==> src/rtl/rv_pkg.sv <==
// Shared types and constants for the RV32IM writeback stage.
//   XLEN       : datapath width
//   NREGS      : architectural register count
//   REG_AW     : register address width
//   gpr_addr_t : register address type
//   wb_src_e   : which result source owns the GPR write port this cycle
package rv_pkg;

    localparam int unsigned XLEN   = 32;
    localparam int unsigned NREGS  = 32;
    localparam int unsigned REG_AW = $clog2(NREGS);

    typedef logic [REG_AW-1:0] gpr_addr_t;
    typedef logic [XLEN-1:0]   xlen_t;

    typedef enum logic [1:0] {
        WB_NONE,
        WB_ALU,
        WB_LSU,
        WB_MDU
    } wb_src_e;

endpackage

==> src/rtl/rv_writeback_if.sv <==
// Bundle of every writeback-stage signal other than clock and reset.
//   ALU channel : alu_valid_i/alu_rd_i/alu_data_i, no backpressure
//   LSU channel : lsu_valid_i/lsu_rd_i/lsu_data_i, lsu_ready_o
//   MDU channel : mdu_valid_i/mdu_rd_i/mdu_data_i, mdu_ready_o
//   Scoreboard  : sb_set_i/sb_set_rd_i mark a long-latency destination pending
//   GPR port    : gpr_wr_en_o/gpr_wr_addr_o/gpr_wr_data_o
//   Hazard      : r1/r2 source addresses in, busy flags out
// Modports: slave = writeback stage, master = surrounding core (or bench).
interface rv_writeback_if;
    import rv_pkg::*;

    logic      alu_valid_i;
    gpr_addr_t alu_rd_i;
    xlen_t     alu_data_i;

    logic      lsu_valid_i;
    gpr_addr_t lsu_rd_i;
    xlen_t     lsu_data_i;
    logic      lsu_ready_o;

    logic      mdu_valid_i;
    gpr_addr_t mdu_rd_i;
    xlen_t     mdu_data_i;
    logic      mdu_ready_o;

    logic      sb_set_i;
    gpr_addr_t sb_set_rd_i;

    logic      gpr_wr_en_o;
    gpr_addr_t gpr_wr_addr_o;
    xlen_t     gpr_wr_data_o;

    gpr_addr_t r1_addr_i;
    gpr_addr_t r2_addr_i;
    logic      r1_busy_o;
    logic      r2_busy_o;

    modport slave (
        input  alu_valid_i, alu_rd_i, alu_data_i,
        input  lsu_valid_i, lsu_rd_i, lsu_data_i,
        output lsu_ready_o,
        input  mdu_valid_i, mdu_rd_i, mdu_data_i,
        output mdu_ready_o,
        input  sb_set_i, sb_set_rd_i,
        output gpr_wr_en_o, gpr_wr_addr_o, gpr_wr_data_o,
        input  r1_addr_i, r2_addr_i,
        output r1_busy_o, r2_busy_o
    );

    modport master (
        output alu_valid_i, alu_rd_i, alu_data_i,
        output lsu_valid_i, lsu_rd_i, lsu_data_i,
        input  lsu_ready_o,
        output mdu_valid_i, mdu_rd_i, mdu_data_i,
        input  mdu_ready_o,
        output sb_set_i, sb_set_rd_i,
        input  gpr_wr_en_o, gpr_wr_addr_o, gpr_wr_data_o,
        output r1_addr_i, r2_addr_i,
        input  r1_busy_o, r2_busy_o
    );

endinterface

==> src/rtl/rv_wb_scoreboard.sv <==
// Pending-write scoreboard: one bit per GPR, set when a long-latency
// instruction issues, cleared when its result is accepted by writeback.
//   clk_i, arstn_i   : clock, asynchronous active-low reset
//   i_set, i_set_rd  : mark a destination pending (rd 0 ignored)
//   i_clr, i_clr_rd  : accepted LSU/MDU transfer, release its destination
//   i_r1_addr/i_r2_addr -> o_r1_pending/o_r2_pending : lookups
module rv_wb_scoreboard
    import rv_pkg::*;
(
    input  logic      clk_i,
    input  logic      arstn_i,
    input  logic      i_set,
    input  gpr_addr_t i_set_rd,
    input  logic      i_clr,
    input  gpr_addr_t i_clr_rd,
    input  gpr_addr_t i_r1_addr,
    input  gpr_addr_t i_r2_addr,
    output logic      o_r1_pending,
    output logic      o_r2_pending
);

    logic [NREGS-1:0] r_pending;
    logic [NREGS-1:0] w_pending_d;

    always_comb begin
        w_pending_d = r_pending;
        if (i_clr) begin
            w_pending_d[i_clr_rd] = 1'b0;
        end
        // Applied after the clear so a same-edge set on the same rd survives.
        if (i_set && (i_set_rd != '0)) begin
            w_pending_d[i_set_rd] = 1'b1;
        end
        w_pending_d[0] = 1'b0;
    end

    always_ff @(posedge clk_i or negedge arstn_i) begin
        if (!arstn_i) begin
            r_pending <= '0;
        end else begin
            r_pending <= w_pending_d;
        end
    end

    assign o_r1_pending = r_pending[i_r1_addr];
    assign o_r2_pending = r_pending[i_r2_addr];

endmodule

==> src/rtl/rv_writeback.sv <==
// Writeback stage: arbitrates ALU, LSU and MDU results onto the single GPR
// write port through one output register, and reports operand hazards.
//   clk_i, arstn_i : clock, asynchronous active-low reset
//   wb (slave)     : result channels, scoreboard set, GPR port, busy lookups
// ALU always wins; LSU and MDU alternate when they contend.
module rv_writeback
    import rv_pkg::*;
(
    input  logic          clk_i,
    input  logic          arstn_i,
    rv_writeback_if.slave wb
);

    // 1 = MDU won the last decided contest, so LSU is preferred next.
    logic      r_last_mdu;
    logic      r_wr_en;
    gpr_addr_t r_wr_addr;
    xlen_t     r_wr_data;

    logic      w_lsu_pref;
    logic      w_lsu_ready;
    logic      w_mdu_ready;
    logic      w_contest;
    wb_src_e   w_src;
    gpr_addr_t w_rd;
    xlen_t     w_data;
    logic      w_r1_pending;
    logic      w_r2_pending;

    assign w_lsu_pref  = r_last_mdu;
    assign w_lsu_ready = wb.lsu_valid_i & ~wb.alu_valid_i & (w_lsu_pref | ~wb.mdu_valid_i);
    assign w_mdu_ready = wb.mdu_valid_i & ~wb.alu_valid_i & (~w_lsu_pref | ~wb.lsu_valid_i);
    assign w_contest   = wb.lsu_valid_i & wb.mdu_valid_i & ~wb.alu_valid_i;

    always_comb begin
        w_src = WB_NONE;
        if (wb.alu_valid_i) begin
            w_src = WB_ALU;
        end else if (w_lsu_ready) begin
            w_src = WB_LSU;
        end else if (w_mdu_ready) begin
            w_src = WB_MDU;
        end
    end

    always_comb begin
        w_rd   = '0;
        w_data = '0;
        unique case (w_src)
            WB_ALU: begin
                w_rd   = wb.alu_rd_i;
                w_data = wb.alu_data_i;
            end
            WB_LSU: begin
                w_rd   = wb.lsu_rd_i;
                w_data = wb.lsu_data_i;
            end
            WB_MDU: begin
                w_rd   = wb.mdu_rd_i;
                w_data = wb.mdu_data_i;
            end
            default: begin
                w_rd   = '0;
                w_data = '0;
            end
        endcase
    end

    always_ff @(posedge clk_i or negedge arstn_i) begin
        if (!arstn_i) begin
            r_last_mdu <= 1'b1;
        end else if (w_contest) begin
            r_last_mdu <= w_mdu_ready;
        end
    end

    // Address/data only load on a transfer; the enable alone marks a write.
    always_ff @(posedge clk_i or negedge arstn_i) begin
        if (!arstn_i) begin
            r_wr_en   <= 1'b0;
            r_wr_addr <= '0;
            r_wr_data <= '0;
        end else begin
            r_wr_en <= (w_src != WB_NONE) && (w_rd != '0);
            if (w_src != WB_NONE) begin
                r_wr_addr <= w_rd;
                r_wr_data <= w_data;
            end
        end
    end

    rv_wb_scoreboard u_scoreboard (
        .clk_i        (clk_i),
        .arstn_i      (arstn_i),
        .i_set        (wb.sb_set_i),
        .i_set_rd     (wb.sb_set_rd_i),
        .i_clr        (w_lsu_ready | w_mdu_ready),
        .i_clr_rd     (w_rd),
        .i_r1_addr    (wb.r1_addr_i),
        .i_r2_addr    (wb.r2_addr_i),
        .o_r1_pending (w_r1_pending),
        .o_r2_pending (w_r2_pending)
    );

    assign wb.lsu_ready_o   = w_lsu_ready;
    assign wb.mdu_ready_o   = w_mdu_ready;
    assign wb.gpr_wr_en_o   = r_wr_en;
    assign wb.gpr_wr_addr_o = r_wr_addr;
    assign wb.gpr_wr_data_o = r_wr_data;

    // In-flight term covers the cycle between pending clear and GPR write.
    // r_wr_en is never set for rd 0, so address 0 is never busy.
    assign wb.r1_busy_o = w_r1_pending | (r_wr_en & (r_wr_addr == wb.r1_addr_i));
    assign wb.r2_busy_o = w_r2_pending | (r_wr_en & (r_wr_addr == wb.r2_addr_i));

endmodule

==> src/flat_wrapper.sv <==
// flat-port wrapper written by rule: the top's interface ports become plain ports
module rv_writeback_flat import rv_pkg::*;
  (clk_i, arstn_i, wb_alu_valid_i, wb_alu_rd_i, wb_alu_data_i, wb_lsu_valid_i, wb_lsu_rd_i, wb_lsu_data_i, wb_lsu_ready_o, wb_mdu_valid_i, wb_mdu_rd_i, wb_mdu_data_i, wb_mdu_ready_o, wb_sb_set_i, wb_sb_set_rd_i, wb_gpr_wr_en_o, wb_gpr_wr_addr_o, wb_gpr_wr_data_o, wb_r1_addr_i, wb_r2_addr_i, wb_r1_busy_o, wb_r2_busy_o);
  rv_writeback_if wb_i ();
  input  logic clk_i;
  input  logic arstn_i;
  input wire logic [$bits(wb_i.alu_valid_i)-1:0] wb_alu_valid_i;
  input wire logic [$bits(wb_i.alu_rd_i)-1:0] wb_alu_rd_i;
  input wire logic [$bits(wb_i.alu_data_i)-1:0] wb_alu_data_i;
  input wire logic [$bits(wb_i.lsu_valid_i)-1:0] wb_lsu_valid_i;
  input wire logic [$bits(wb_i.lsu_rd_i)-1:0] wb_lsu_rd_i;
  input wire logic [$bits(wb_i.lsu_data_i)-1:0] wb_lsu_data_i;
  output wire logic [$bits(wb_i.lsu_ready_o)-1:0] wb_lsu_ready_o;
  input wire logic [$bits(wb_i.mdu_valid_i)-1:0] wb_mdu_valid_i;
  input wire logic [$bits(wb_i.mdu_rd_i)-1:0] wb_mdu_rd_i;
  input wire logic [$bits(wb_i.mdu_data_i)-1:0] wb_mdu_data_i;
  output wire logic [$bits(wb_i.mdu_ready_o)-1:0] wb_mdu_ready_o;
  input wire logic [$bits(wb_i.sb_set_i)-1:0] wb_sb_set_i;
  input wire logic [$bits(wb_i.sb_set_rd_i)-1:0] wb_sb_set_rd_i;
  output wire logic [$bits(wb_i.gpr_wr_en_o)-1:0] wb_gpr_wr_en_o;
  output wire logic [$bits(wb_i.gpr_wr_addr_o)-1:0] wb_gpr_wr_addr_o;
  output wire logic [$bits(wb_i.gpr_wr_data_o)-1:0] wb_gpr_wr_data_o;
  input wire logic [$bits(wb_i.r1_addr_i)-1:0] wb_r1_addr_i;
  input wire logic [$bits(wb_i.r2_addr_i)-1:0] wb_r2_addr_i;
  output wire logic [$bits(wb_i.r1_busy_o)-1:0] wb_r1_busy_o;
  output wire logic [$bits(wb_i.r2_busy_o)-1:0] wb_r2_busy_o;
  assign wb_i.alu_valid_i = wb_alu_valid_i;
  assign wb_i.alu_rd_i = wb_alu_rd_i;
  assign wb_i.alu_data_i = wb_alu_data_i;
  assign wb_i.lsu_valid_i = wb_lsu_valid_i;
  assign wb_i.lsu_rd_i = wb_lsu_rd_i;
  assign wb_i.lsu_data_i = wb_lsu_data_i;
  assign wb_lsu_ready_o = wb_i.lsu_ready_o;
  assign wb_i.mdu_valid_i = wb_mdu_valid_i;
  assign wb_i.mdu_rd_i = wb_mdu_rd_i;
  assign wb_i.mdu_data_i = wb_mdu_data_i;
  assign wb_mdu_ready_o = wb_i.mdu_ready_o;
  assign wb_i.sb_set_i = wb_sb_set_i;
  assign wb_i.sb_set_rd_i = wb_sb_set_rd_i;
  assign wb_gpr_wr_en_o = wb_i.gpr_wr_en_o;
  assign wb_gpr_wr_addr_o = wb_i.gpr_wr_addr_o;
  assign wb_gpr_wr_data_o = wb_i.gpr_wr_data_o;
  assign wb_i.r1_addr_i = wb_r1_addr_i;
  assign wb_i.r2_addr_i = wb_r2_addr_i;
  assign wb_r1_busy_o = wb_i.r1_busy_o;
  assign wb_r2_busy_o = wb_i.r2_busy_o;
  rv_writeback u_core (.clk_i(clk_i), .arstn_i(arstn_i), .wb(wb_i));
endmodule
==> config.mk <==
export PLATFORM = sky130hd
export DESIGN_NAME = rv_writeback_flat
export DESIGN_NICKNAME = d
export VERILOG_FILES = /design/src/rtl/rv_pkg.sv /design/src/rtl/rv_writeback_if.sv /design/src/rtl/rv_wb_scoreboard.sv /design/src/rtl/rv_writeback.sv /design/src/flat_wrapper.sv
export SDC_FILE = /design/constraint.sdc
export NUM_CORES = 1
export LEC_CHECK = 0
export ABC_AREA = 1
export CELL_PAD_IN_SITES_DETAIL_PLACEMENT = 0
export CELL_PAD_IN_SITES_GLOBAL_PLACEMENT = 2
export CORE_MARGIN = 5
export CORE_UTILIZATION = 22
export DETAILED_ROUTE_END_ITERATION = 8
export HOLD_SLACK_MARGIN = 0.15
export PLACE_DENSITY = 0.89
export SYNTH_ARGS = -nofsm -noshare
export SYNTH_HDL_FRONTEND = slang
export SYNTH_SLANG_ARGS = --single-unit
==> constraint.sdc <==
create_clock -name clk_i -period 1.6 [get_ports clk_i]
set_clock_uncertainty 0.05 [all_clocks]
set_input_delay 0.32 -clock clk_i [delete_from_list [all_inputs] [get_ports clk_i]]
set_output_delay 0.32 -clock clk_i [all_outputs]
set_load 0.02 [all_outputs]
==> results.sh <==
export IMPL_status="complete, but fails checks"
export IMPL_violations="setup timing"
export IMPL_cts_buffers=9
export IMPL_drt_total_wl_mm=18.3
export IMPL_syn_nets=777
export IMPL_drc=0
export IMPL_htreeDepth=3
export IMPL_pwr_share_comb=0.373
export IMPL_arrival_ps=1480
export IMPL_antennaDiodeCount=0
export IMPL_antenna_found_initial=0
export IMPL_clockPowerShare=0.285
export IMPL_yosys_warnings=0
export IMPL_layout_setup_ws_ps=-247
export IMPL_hp_class="input port to asynchronous set/reset pin"
export IMPL_final_cells=1180
export IMPL_cp_start_kind="flop"
export IMPL_slew_headroom=0.752
export IMPL_cts_root_buffer="clkbuf_16"
export IMPL_max_freq_mhz=542
export IMPL_first_global_vias=5365
export IMPL_power_total_uw=7010
export IMPL_crit_fanout=2
export IMPL_die_area_sq_um=22500
export IMPL_r2r_cells=8
export IMPL_cts_num_sinks=70
export IMPL_overflow=0
export IMPL_p_per_area_nw_per_um2=880
export IMPL_synth_seq_cells=70
export IMPL_syn_avg_cell_area_sq_um=6.67
export IMPL_grt_pass1_wl_mm=28.0
export IMPL_viasPerCell=4.40
export IMPL_p_switching_uw=2440
export IMPL_p_leak_uw=0.00380
export IMPL_seqPwrFrac=0.343
export IMPL_seq_area_frac_synth=0.407
export IMPL_ir_drop_mv=0.422
export IMPL_grt_util_all_layers=0.159
export IMPL_critPathKind="flop to output pin"
export IMPL_die_h_um=150
export IMPL_power_internal_uw=4570
export IMPL_clockBufferDepth=2
export IMPL_layout_commonest_cell="nand2_1"
export IMPL_slowest_delay_ps=390
export IMPL_maxCapViolations=0
export IMPL_syn2layout_area_growth_pct=84.9
export IMPL_fin_crit_sh=1.15
export IMPL_core_area_sq_um=19300
export IMPL_rsz0062_at_grt="true"
export IMPL_ys_types=24
export IMPL_gp_congestion=0.826
export IMPL_setup_tns_ps=-5610
export IMPL_drive_gt1_frac=0.298
export IMPL_initial_core_util=0.223
export IMPL_dp_cells=1136
export IMPL_grt_max_degree=66
export IMPL_fill_cells=2040
export IMPL_layout_nets=1042
export IMPL_crit_slowest_cell="dfrtp_1"
export IMPL_drv_slew=0
export IMPL_hold_viol=0
export IMPL_setup_viol_count_final=67
export IMPL_io_pins=174
export IMPL_sw_frac_of_total=0.348
export IMPL_cp_required_ps=1230
export IMPL_crit_chain="inv_2 -> nand2_1 -> nand3_1 -> nand3_1 -> nand3_1 -> nand2_1 -> nand2_1 -> nand3_2 -> buf_6"
export IMPL_portBuffers=173
export IMPL_drt_iter0_drc=163
export IMPL_end_kind="output pin"
export IMPL_drt_first_pass_iters=6
export IMPL_netlist_area_sq_um=4300
export IMPL_final_min_clock_period_ps=1850
export IMPL_detail_route_antenna_nets=0
export IMPL_syn_instance_count=645
export IMPL_clock_latency_ps=340
export IMPL_die_w_um=150
export IMPL_layout_common_cells="nand2_1, clkdlybuf4s50_1, buf_4"
export IMPL_rows=51
export IMPL_routedWlPerCell_um=15.5
export IMPL_clk_pin_slew_ps=60
export IMPL_hpwl_mm=14.0
export IMPL_worst_slew_pin_slew_ps=372
export IMPL_num_vias=5196
export IMPL_cts_tree="built"
[path summary, 6_finish.rpt]
check | from | endpoint | slack, ps
max | u_core.u_scoreboard.r_pending[14] | wb_r2_busy_o | -250
max reg2reg | u_core.r_last_mdu | u_core.wb.gpr_wr_en_o | -180
min reg2reg | u_core.wb.gpr_wr_data_o[17] | u_core.wb.gpr_wr_data_o[17] | 440
min | arstn_i | u_core.wb.gpr_wr_data_o[12] | 290
min in group clk_i | u_core.wb.gpr_wr_data_o[17] | u_core.wb.gpr_wr_data_o[17] | 440
max in group asynchronous | arstn_i | u_core.r_last_mdu | 580
[synthesized netlist by cell type]
| library cell | n | area (sq um) |
|---|---|---|
| nor3_1 | 10 | 50.1 |
| nor2_1 | 5 | 18.8 |
| nand2_1 | 304 | 1140 |
| nor2_4 | 4 | 45.0 |
| o21ai_0 | 7 | 35.0 |
| a21oi_1 | 2 | 10.0 |
| dfrtp_1 | 69 | 1730 |
| inv_1 | 59 | 221 |
| xor2_1 | 2 | 17.5 |
| buf_2 | 9 | 45.0 |
| o22ai_1 | 6 | 37.5 |
| dfstp_2 | 1 | 26.3 |
| o21ai_1 | 19 | 95.1 |
| or2_1 | 1 | 6.26 |
| inv_2 | 7 | 26.3 |
| buf_4 | 4 | 30.0 |
| nand2_2 | 5 | 31.3 |
| nand4_1 | 37 | 231 |
| clkbuf_1 | 9 | 33.8 |
| o31ai_1 | 1 | 7.51 |
| nand3_1 | 72 | 360 |
| nor2_8 | 1 | 20.0 |
| nand3_2 | 5 | 50.1 |
| nor2_2 | 6 | 37.5 |
[cells by family after synthesis]
group / synth area share
simple gates: 0.463
buf+inv: 0.0828
xor+xnor: 0.00407
flops: 0.407
compound gates: 0.0430
[flip-flops by register name, indices dropped and copies added (netlist names)]
| register | count |
|---|---|
| u_core.r_last_mdu | 1 |
| u_core.u_scoreboard.r_pending | 31 |
| u_core.wb.gpr_wr_addr_o | 5 |
| u_core.wb.gpr_wr_data_o | 32 |
| u_core.wb.gpr_wr_en_o | 1 |
[timing repair]
item	in CTS	in global routing
pin swaps	34	40
hold buffers	1	0
cloned	1	3
gates resized for setup	143	120
setup endpoints to repair	111	75
endpoints found under the hold margin	69	0
buffers inserted	10	16
[critical path: cells and delay by family, from the launching register on]
kind | cells | cell delay, ps
simple gates | 7 | 520
buf+inv | 2 | 220
flops | 1 | 390
[layout make-up]
cell class                      instances  area (sq um)  area share
Clock buffer                           10           229      0.0288
Clock inverter                          6          61.3     0.00770
Inverter                               66           265      0.0333
Multi-Input combinational cell        487          2710       0.340
Sequential cell                        70          1750       0.220
Tap cell                              265           332      0.0417
Timing Repair Buffer                  276          2610       0.328
[routing by layer]
metal / vias up / GRT usage / part of all wire / wire (um)
met5: - / 0 / 0 / 0
met4: 0 / 0.0380 / 0.014 / 255
met3: 20 / 0.0588 / 0.095 / 1730
met2: 197 / 0.283 / 0.51 / 9300
met1: 2371 / 0.181 / 0.38 / 7010
li1: 2608 / - / - / -
[power groups by stage]
| stage | logic [uW] | registers [uW] | clock network (uW) |
|---|---|---|---|
| after floorplan | 916 | 2440 | 0 |
| after global placement | 2280 | 2330 | 0 |
| after detailed placement | 2260 | 2350 | 0 |
| after CTS | 2320 | 2350 | 2030 |
| after global routing | 2870 | 2440 | 2120 |
| final | 2610 | 2400 | 2000 |
[through the flow]
| stage | setup slack [ps] | area, sq um | hold slack [ps] | utilization |
|---|---|---|---|---|
| floorplan | 49.5 | 4320 | -25.6 | - |
| global placement | -958 | 6870 | 116 | 0.356 |
| detailed placement | -972 | 6870 | 114 | 0.356 |
| CTS | -252 | 7420 | 283 | 0.384 |
| global route | -307 | 7960 | 302 | 0.412 |
| finish | -247 | 7960 | 291 | 0.412 |
(Power assumes the default switching activity.)
